<file path="src/rtl/mux16_rr_arbiter.sv">
// Round-robin arbiter for a shared 16:1 32-bit select mux.
// Registers a one-hot grant and the mux select; a hold counter bounds bursts when others wait.
module mux16_rr_arbiter #(
    parameter int MAX_HOLD = 8
) (
    input  logic        clk,
    input  logic        reset,
    input  logic [15:0] req,
    output logic [15:0] gnt,
    output logic [3:0]  sel,
    output logic        busy
);

    typedef enum logic {
        IDLE  = 1'b0,
        GRANT = 1'b1
    } state_t;

    localparam logic [7:0] HOLD_MAX = 8'(MAX_HOLD);

    state_t      state, state_n;
    logic [3:0]  owner, owner_n;
    logic [3:0]  last, last_n;
    logic [7:0]  hold_cnt, hold_n;
    logic [15:0] others;
    logic [3:0]  win_req, win_others;

    // First set bit of mask, scanning from (from+1) upward with 4-bit wrap.
    function automatic logic [3:0] pick(input logic [15:0] mask, input logic [3:0] from);
        logic [3:0] idx;
        logic       found;
        pick  = 4'd0;
        found = 1'b0;
        for (int i = 1; i <= 16; i++) begin
            idx = from + 4'(i);
            if (!found && mask[idx]) begin
                pick  = idx;
                found = 1'b1;
            end
        end
    endfunction

    assign others     = req & ~(16'd1 << owner);
    assign win_req    = pick(req, last);
    assign win_others = pick(others, last);

    // NOTE: every always_comb output gets a default first so no latch is inferred.
    always_comb begin
        state_n = state;
        owner_n = owner;
        last_n  = last;
        hold_n  = hold_cnt;
        case (state)
            IDLE: begin
                if (req != 16'd0) begin
                    state_n = GRANT;
                    owner_n = win_req;
                    last_n  = win_req;
                    hold_n  = 8'd1;
                end
            end
            GRANT: begin
                if (req[owner] && (hold_cnt < HOLD_MAX || others == 16'd0)) begin
                    if (hold_cnt < HOLD_MAX)
                        hold_n = hold_cnt + 8'd1;
                end else if (others != 16'd0) begin
                    // Covers both preemption at HOLD_MAX and direct hand-off on release.
                    owner_n = win_others;
                    last_n  = win_others;
                    hold_n  = 8'd1;
                end else begin
                    state_n = IDLE;
                end
            end
            default: state_n = IDLE;
        endcase
    end

    // NOTE: sequential state uses non-blocking assignments so all registers update together.
    always_ff @(posedge clk) begin
        if (reset) begin
            state    <= IDLE;
            owner    <= 4'd0;
            last     <= 4'd15;
            hold_cnt <= 8'd0;
            gnt      <= 16'd0;
            sel      <= 4'd0;
            busy     <= 1'b0;
        end else begin
            state    <= state_n;
            owner    <= owner_n;
            last     <= last_n;
            hold_cnt <= hold_n;
            gnt      <= (state_n == GRANT) ? (16'd1 << owner_n) : 16'd0;
            sel      <= owner_n;
            busy     <= (state_n == GRANT);
        end
    end

endmodule

</file>
<file path="config.mk">
export PLATFORM = sky130hd
export DESIGN_NAME = mux16_rr_arbiter
export DESIGN_NICKNAME = d
export VERILOG_FILES = /design/src/rtl/mux16_rr_arbiter.sv
export SDC_FILE = /design/constraint.sdc
export NUM_CORES = 1
export LEC_CHECK = 0
export ABC_AREA = 1
export CAP_MARGIN = 30
export CELL_PAD_IN_SITES_DETAIL_PLACEMENT = 0
export CELL_PAD_IN_SITES_GLOBAL_PLACEMENT = 1
export CORE_ASPECT_RATIO = 1.2
export CORE_UTILIZATION = 42
export CTS_BUF_LIST = sky130_fd_sc_hd__clkbuf_8
export CTS_CLUSTER_SIZE = 12
export DETAILED_ROUTE_END_ITERATION = 6
export GPL_TIMING_DRIVEN = 0
export PLACE_DENSITY = 0.85
export SYNTH_ARGS = -nofsm -noshare
export SYNTH_HDL_FRONTEND = slang
export SYNTH_SLANG_ARGS = --single-unit
</file>
<file path="constraint.sdc">
create_clock -name clk -period 5.7 [get_ports clk]
set_clock_uncertainty 0.15 [all_clocks]
set_input_delay 1.14 -clock clk [delete_from_list [all_inputs] [get_ports clk]]
set_output_delay 1.14 -clock clk [all_outputs]
set_load 0.01 [all_outputs]
</file>
==> results.sh, run 1 <==
export IMPL_outcome="finished clean"
export IMPL_synth_area_per_cell_um2=5.41
export IMPL_cpPeakStageDelay_ns=0.38
export IMPL_grt_util_met3_pct=3.13
export IMPL_die_height_um=123
export IMPL_ys_ff_latch=33
export IMPL_cp_arrival_ns=5.18
export IMPL_syn2layout_area_growth_pct=12.9
export IMPL_dieWidth_um=103
export IMPL_finalCoreUtilization_pct=49.3
export IMPL_start_util_pct=43.7
export IMPL_cts_root_buf="clkbuf_8"
export IMPL_slew_headroom_pct=38.3
export IMPL_crit_slowest_cell="buf_2"
export IMPL_grt_pass1_vias=5904
export IMPL_crit_path_max_fanout=13
export IMPL_hpwl_mm=15.5
export IMPL_cts_tree="yes"
export IMPL_worstPathRequired_ns=5.77
export IMPL_globalplace_congestion=0.953
export IMPL_io_pins=39
export IMPL_die_area_mm2=0.0126
export IMPL_clk_pin_slew_ns=0.07
export IMPL_synth_edf_count=0
export IMPL_wl_mm=19.1
export IMPL_setup_viol=0
export IMPL_ys_types=49
export IMPL_cts_resized=0
export IMPL_syn_cell_area_mm2=0.00510
export IMPL_grt_use_total_pct=31.6
export IMPL_path_class="register to register"
export IMPL_period_share_pct=89.6
export IMPL_yosysWarningCount=0
export IMPL_firstDrtPassIters=5
export IMPL_syn_nets=969
export IMPL_dr_first_iter_drc_count=406
export IMPL_vias_per_cell=5.51
export IMPL_rows=43
export IMPL_async_flop_share_pct=0
export IMPL_crit_path_start_kind="register"
export IMPL_vias=6313
export IMPL_rsz0062_at_grt="no"
export IMPL_clkLatencyLatePin_ns=0.28
export IMPL_globalRouteMet2Util_pct=52.4
export IMPL_synthFlopType="dfxtp_1"
export IMPL_tns_ns=0
export IMPL_core_region_area_mm2=0.0117
export IMPL_drive_above_1_share_pct=10.7
export IMPL_grt_use_met1_pct=41.1
export IMPL_period_needed_ns=5.10
export IMPL_setup_ws_ns=0.595
export IMPL_antenna_found_initial=0
export IMPL_slew_viol_final=0
export IMPL_synthCells=943
export IMPL_cp_end_kind="register"
export IMPL_numCtsBuffers=5
export IMPL_hp_class="register to register"
export IMPL_fillers=1332
export IMPL_pre_cts_ws_ns=0.424
export IMPL_ys_seq_area_share_pct=13.0
export IMPL_drc=0
export IMPL_grt_busiest_layer="met2"
export IMPL_wire_per_inst_um=16.7
export IMPL_clockBufferDepth=2
export IMPL_multi_input_area_mm2=0.00383
export IMPL_fmax_mhz=196
export IMPL_grt_pass1_wl_mm=30.3
export IMPL_io_buffers=38
export IMPL_postCtsSetupBuffers=0
export IMPL_final_nets=1013
export IMPL_register_area_um2=661
export IMPL_ant_nets=0
export IMPL_maxCapViolCount=0
export IMPL_n_antenna_cell=0
export IMPL_grt_max_degree=14
export IMPL_cts_sinks=33
export IMPL_h_tree_depth=2
export IMPL_tightestPinTransition_ns=0.916
export IMPL_final_hold_viol_count=0
export IMPL_overflow=0
cells by family after synthesis:
logic type	synth area share, %
and+or+nand+nor	62.2
buffers and inverters	11.9
AOI/OAI and AO/OA	9.54
DFF	13.0
adders and majority gates	1.96
xor gates and xnor gates	1.45
layout make-up:
class	instances	share of cell area (%)
Multi-Input combinational cell	763	66.5
Clock inverter	3	0.304
Buffer	29	2.87
Sequential cell	33	11.5
Clock buffer	5	1.19
Inverter	117	7.63
Timing Repair Buffer	38	6.60
Tap cell	157	3.41
path summary, 6_finish.rpt:
check | from | endpoint | slack [ns] | cells past startpoint
max | last[1]$_SDFFE_PP1P_ | gnt[5]$_SDFF_PP0_ | 0.60 | 29
min | hold_cnt[7]$_SDFFE_PP0P_ | hold_cnt[7]$_SDFFE_PP0P_ | 0.31 | 2
max reg2reg | last[1]$_SDFFE_PP1P_ | gnt[5]$_SDFF_PP0_ | 0.60 | 29
min reg2reg | hold_cnt[7]$_SDFFE_PP0P_ | hold_cnt[7]$_SDFFE_PP0P_ | 0.31 | 2
routing by layer:
metal	routed length, um	vias to the layer above
met2	8800	216
li1	-	3197
met4	753	0
met3	1090	45
met5	0	-
met1	8450	2855
cell usage in the layout, fill, tap and decap left out, types with 12 or more instances in the layout:
| cell | netlist | final |
|---|---|---|
| nor3_1 | 13 | 13 |
| nand3_1 | 205 | 205 |
| nor2_1 | 107 | 107 |
| nand2_1 | 267 | 267 |
| inv_1 | 94 | 94 |
| o21ai_0 | 21 | 21 |
| dfxtp_1 | 33 | 33 |
| nand4_1 | 27 | 27 |
| inv_2 | 20 | 20 |
| buf_2 | 12 | 12 |
| clkdlybuf4s50_1 | 0 | 38 |
| a21oi_1 | 23 | 23 |
critical path, delay by kind of cell, from the launching register on:
kind                     cells  cell delay, ns
flip-flops                   1            0.35
AND/OR/NAND/NOR             18            2.29
AO/OA/AOI/OAI                1            0.12
adder cells (fa/ha/maj)      1            0.30
buffers and inverters        9            1.81
per-stage QoR:
step | cell area (um2) | std cells | hold WS [ns]
floorplan | 5100 | 943 | 0.269
global placement | 5680 | 1138 | 0.288
detailed placement | 5680 | 1138 | 0.293
CTS | 5760 | 1146 | 0.304
global route | 5760 | 1145 | 0.341
finish | 5760 | 1145 | 0.307
registers in the layout, indices dropped and copies added (netlist names):
signal and flops:
hold_cnt 8, owner 4, gnt 16, last 4, state 1
Yosys cell counts (all sizes together) (2+ instances only):
| cell type | count | area [um2] |
|---|---|---|
| xor2 | 4 | 57.6 |
| o311ai | 2 | 17.5 |
| nor2 | 122 | 541 |
| o2bb2ai | 3 | 26.3 |
| nand2 | 279 | 1090 |
| buf | 23 | 143 |
| or2 | 3 | 18.8 |
| nand4 | 31 | 228 |
| clkinv | 3 | 11.3 |
| a22oi | 6 | 45.0 |
| dfxtp | 33 | 661 |
| nor3 | 21 | 151 |
| ha | 8 | 100 |
| o21ai | 29 | 160 |
| a21oi | 24 | 131 |
| inv | 114 | 428 |
| a221oi | 3 | 26.3 |
| clkbuf | 7 | 26.3 |
| nand3b | 2 | 15.0 |
| nand3 | 212 | 1110 |
| a31oi | 4 | 25.0 |
| o211ai | 2 | 15.0 |
what timing repair did:
item | CTS | global route
endpoints found under the hold margin | 0 | 0
hold buffers | 0 | 0
endpoints found under the setup margin | 0 | 14
Power of run 1 is not shown: default switching activity piles up to over one toggle a cycle in this logic, so the estimate is an artifact.
==> inputs of run 2 (changes only) <==
CORE_UTILIZATION = 41   (was 42)
CTS_BUF_LIST = default   (was sky130_fd_sc_hd__clkbuf_8)
HOLD_SLACK_MARGIN = 0.02   (was default)
PLACE_DENSITY = 0.83   (was 0.85)
SETUP_SLACK_MARGIN = 0.05   (was default)
==> results.sh, run 2 (synthesis gave the netlist of run 1 again) <==
export IMPL_overflow=0
export IMPL_worstPathRequired_ns=5.76
export IMPL_cts_resized=0
export IMPL_postCtsHoldBufs=0
export IMPL_tns_ns=0
export IMPL_crit_path_max_fanout=13
export IMPL_grt_use_total_pct=29.6
export IMPL_drive_above_1_share_pct=10.6
export IMPL_vias=6321
export IMPL_outcome="finished clean"
export IMPL_period_needed_ns=5.08
export IMPL_setup_viol=0
export IMPL_start_util_pct=42.1
export IMPL_slew_viol_final=0
export IMPL_cpPeakStageDelay_ns=0.37
export IMPL_postCtsSetupBuffers=0
export IMPL_antenna_found_initial=0
export IMPL_crit_path_start_kind="register"
export IMPL_syn2layout_area_growth_pct=14.7
export IMPL_wire_per_inst_um=16.5
export IMPL_cts_sinks=33
export IMPL_final_hold_viol_count=0
export IMPL_die_area_mm2=0.0129
export IMPL_die_height_um=124
export IMPL_grt_max_degree=14
export IMPL_hp_class="register to register"
export IMPL_n_antenna_cell=0
export IMPL_reg2reg_to="gnt[5]$_SDFF_PP0_"
export IMPL_cts_tree="yes"
export IMPL_period_share_pct=89.1
export IMPL_grt_pass1_vias=5852
export IMPL_tightestPinTransition_ns=0.840
export IMPL_reg_largest_list="gnt: 16 flops, hold_cnt: 8 flops"
export IMPL_largest_reg_flops=16
export IMPL_drc=0
export IMPL_wl_mm=19.0
export IMPL_h_tree_depth=2
export IMPL_rows=44
export IMPL_grt_pass1_wl_mm=30.0
export IMPL_r2r_cells=29
export IMPL_ant_nets=0
export IMPL_dieWidth_um=104
export IMPL_cts_root_buf="clkbuf_16"
export IMPL_final_common_cell="nand2_1"
export IMPL_slew_headroom_pct=43.4
export IMPL_endpoint="gnt[5]$_SDFF_PP0_"
export IMPL_io_buffers=38
export IMPL_whs_ns=0.297
export IMPL_clkLatencyLatePin_ns=0.27
export IMPL_r2r_start="last[1]$_SDFFE_PP1P_"
export IMPL_dr_first_iter_drc_count=500
export IMPL_numCtsBuffers=5
export IMPL_top_register="gnt"
export IMPL_mostFrequentLayoutCells="nand2_1, nand3_1, nor2_1"
export IMPL_fmax_mhz=197
export IMPL_path_class="register to register"
export IMPL_crit_slowest_cell="buf_2"
export IMPL_vias_per_cell=5.50
export IMPL_cp_end_kind="register"
export IMPL_firstDrtPassIters=6
export IMPL_core_region_area_mm2=0.0121
export IMPL_globalplace_congestion=0.954
export IMPL_crit_start="last[1]$_SDFFE_PP1P_"
export IMPL_cp_arrival_ns=5.14
export IMPL_reg2reg_slack_ns=0.62
export IMPL_rsz0062_at_grt="no"
export IMPL_hpwl_mm=15.4
export IMPL_maxCapViolCount=0
export IMPL_clockBufferDepth=2
export IMPL_io_pins=39
export IMPL_clk_pin_slew_ns=0.05
export IMPL_final_nets=1013
-- run 2: worst min-delay path by stage --
stage | startpoint | to | slack [ns] | depth (start not counted)
6_report | hold_cnt[7]$_SDFFE_PP0P_ | hold_cnt[7]$_SDFFE_PP0P_ | 0.30 | 2
3_5_place_dp | hold_cnt[7]$_SDFFE_PP0P_ | hold_cnt[7]$_SDFFE_PP0P_ | 0.29 | 2
4_1_cts | hold_cnt[7]$_SDFFE_PP0P_ | hold_cnt[7]$_SDFFE_PP0P_ | 0.30 | 2
3_3_place_gp | hold_cnt[7]$_SDFFE_PP0P_ | hold_cnt[7]$_SDFFE_PP0P_ | 0.29 | 2
5_1_grt | hold_cnt[7]$_SDFFE_PP0P_ | hold_cnt[7]$_SDFFE_PP0P_ | 0.31 | 2
2_1_floorplan | hold_cnt[7]$_SDFFE_PP0P_ | hold_cnt[7]$_SDFFE_PP0P_ | 0.27 | 2
-- run 2: per-stage QoR --
stage	worst slack (ns)	std cells	cell area, um2	util (%)
global placement	0.384	1142	5680	46.9
CTS	0.426	1150	5850	48.3
finish	0.621	1149	5850	48.3
floorplan	1.58	943	5100	-
detailed placement	0.450	1142	5680	46.9
global route	0.195	1149	5850	48.3
-- run 2: critical path, delay by kind of cell, from the launching register on --
family | cells | cell delay [ns]
AOI/OAI and AO/OA | 1 | 0.09
adders and majority gates | 1 | 0.30
buffers and inverters | 9 | 1.79
DFF | 1 | 0.34
and+or+nand+nor | 18 | 2.33
-- run 2: area by class of cell --
cell class	count	area, um2
Sequential cell	33	661
Buffer	29	165
Clock inverter	1	30.0
Timing Repair Buffer	38	380
Fill cell	1379	6260
Tap cell	161	201
Multi-Input combinational cell	763	3830
Inverter	117	439
Clock buffer	7	143
-- run 2: routing by layer --
metal  vias up  GRT usage [%]  wire (um)
li1       3205              -          -
met1      2813           38.0       8290
met2       259           51.5       8710
met3        44           2.30       1290
met4         0           12.3        714
met5         -              0          0
Power of run 2 is left out for the same reason.
==> inputs of run 3 (changes only) <==
SETUP_SLACK_MARGIN = 0.02   (was 0.05)
==> results of run 3 <==
No change in the layout: final DEF, timing and power equal those of run 2.
Power of run 3 is left out for the same reason.
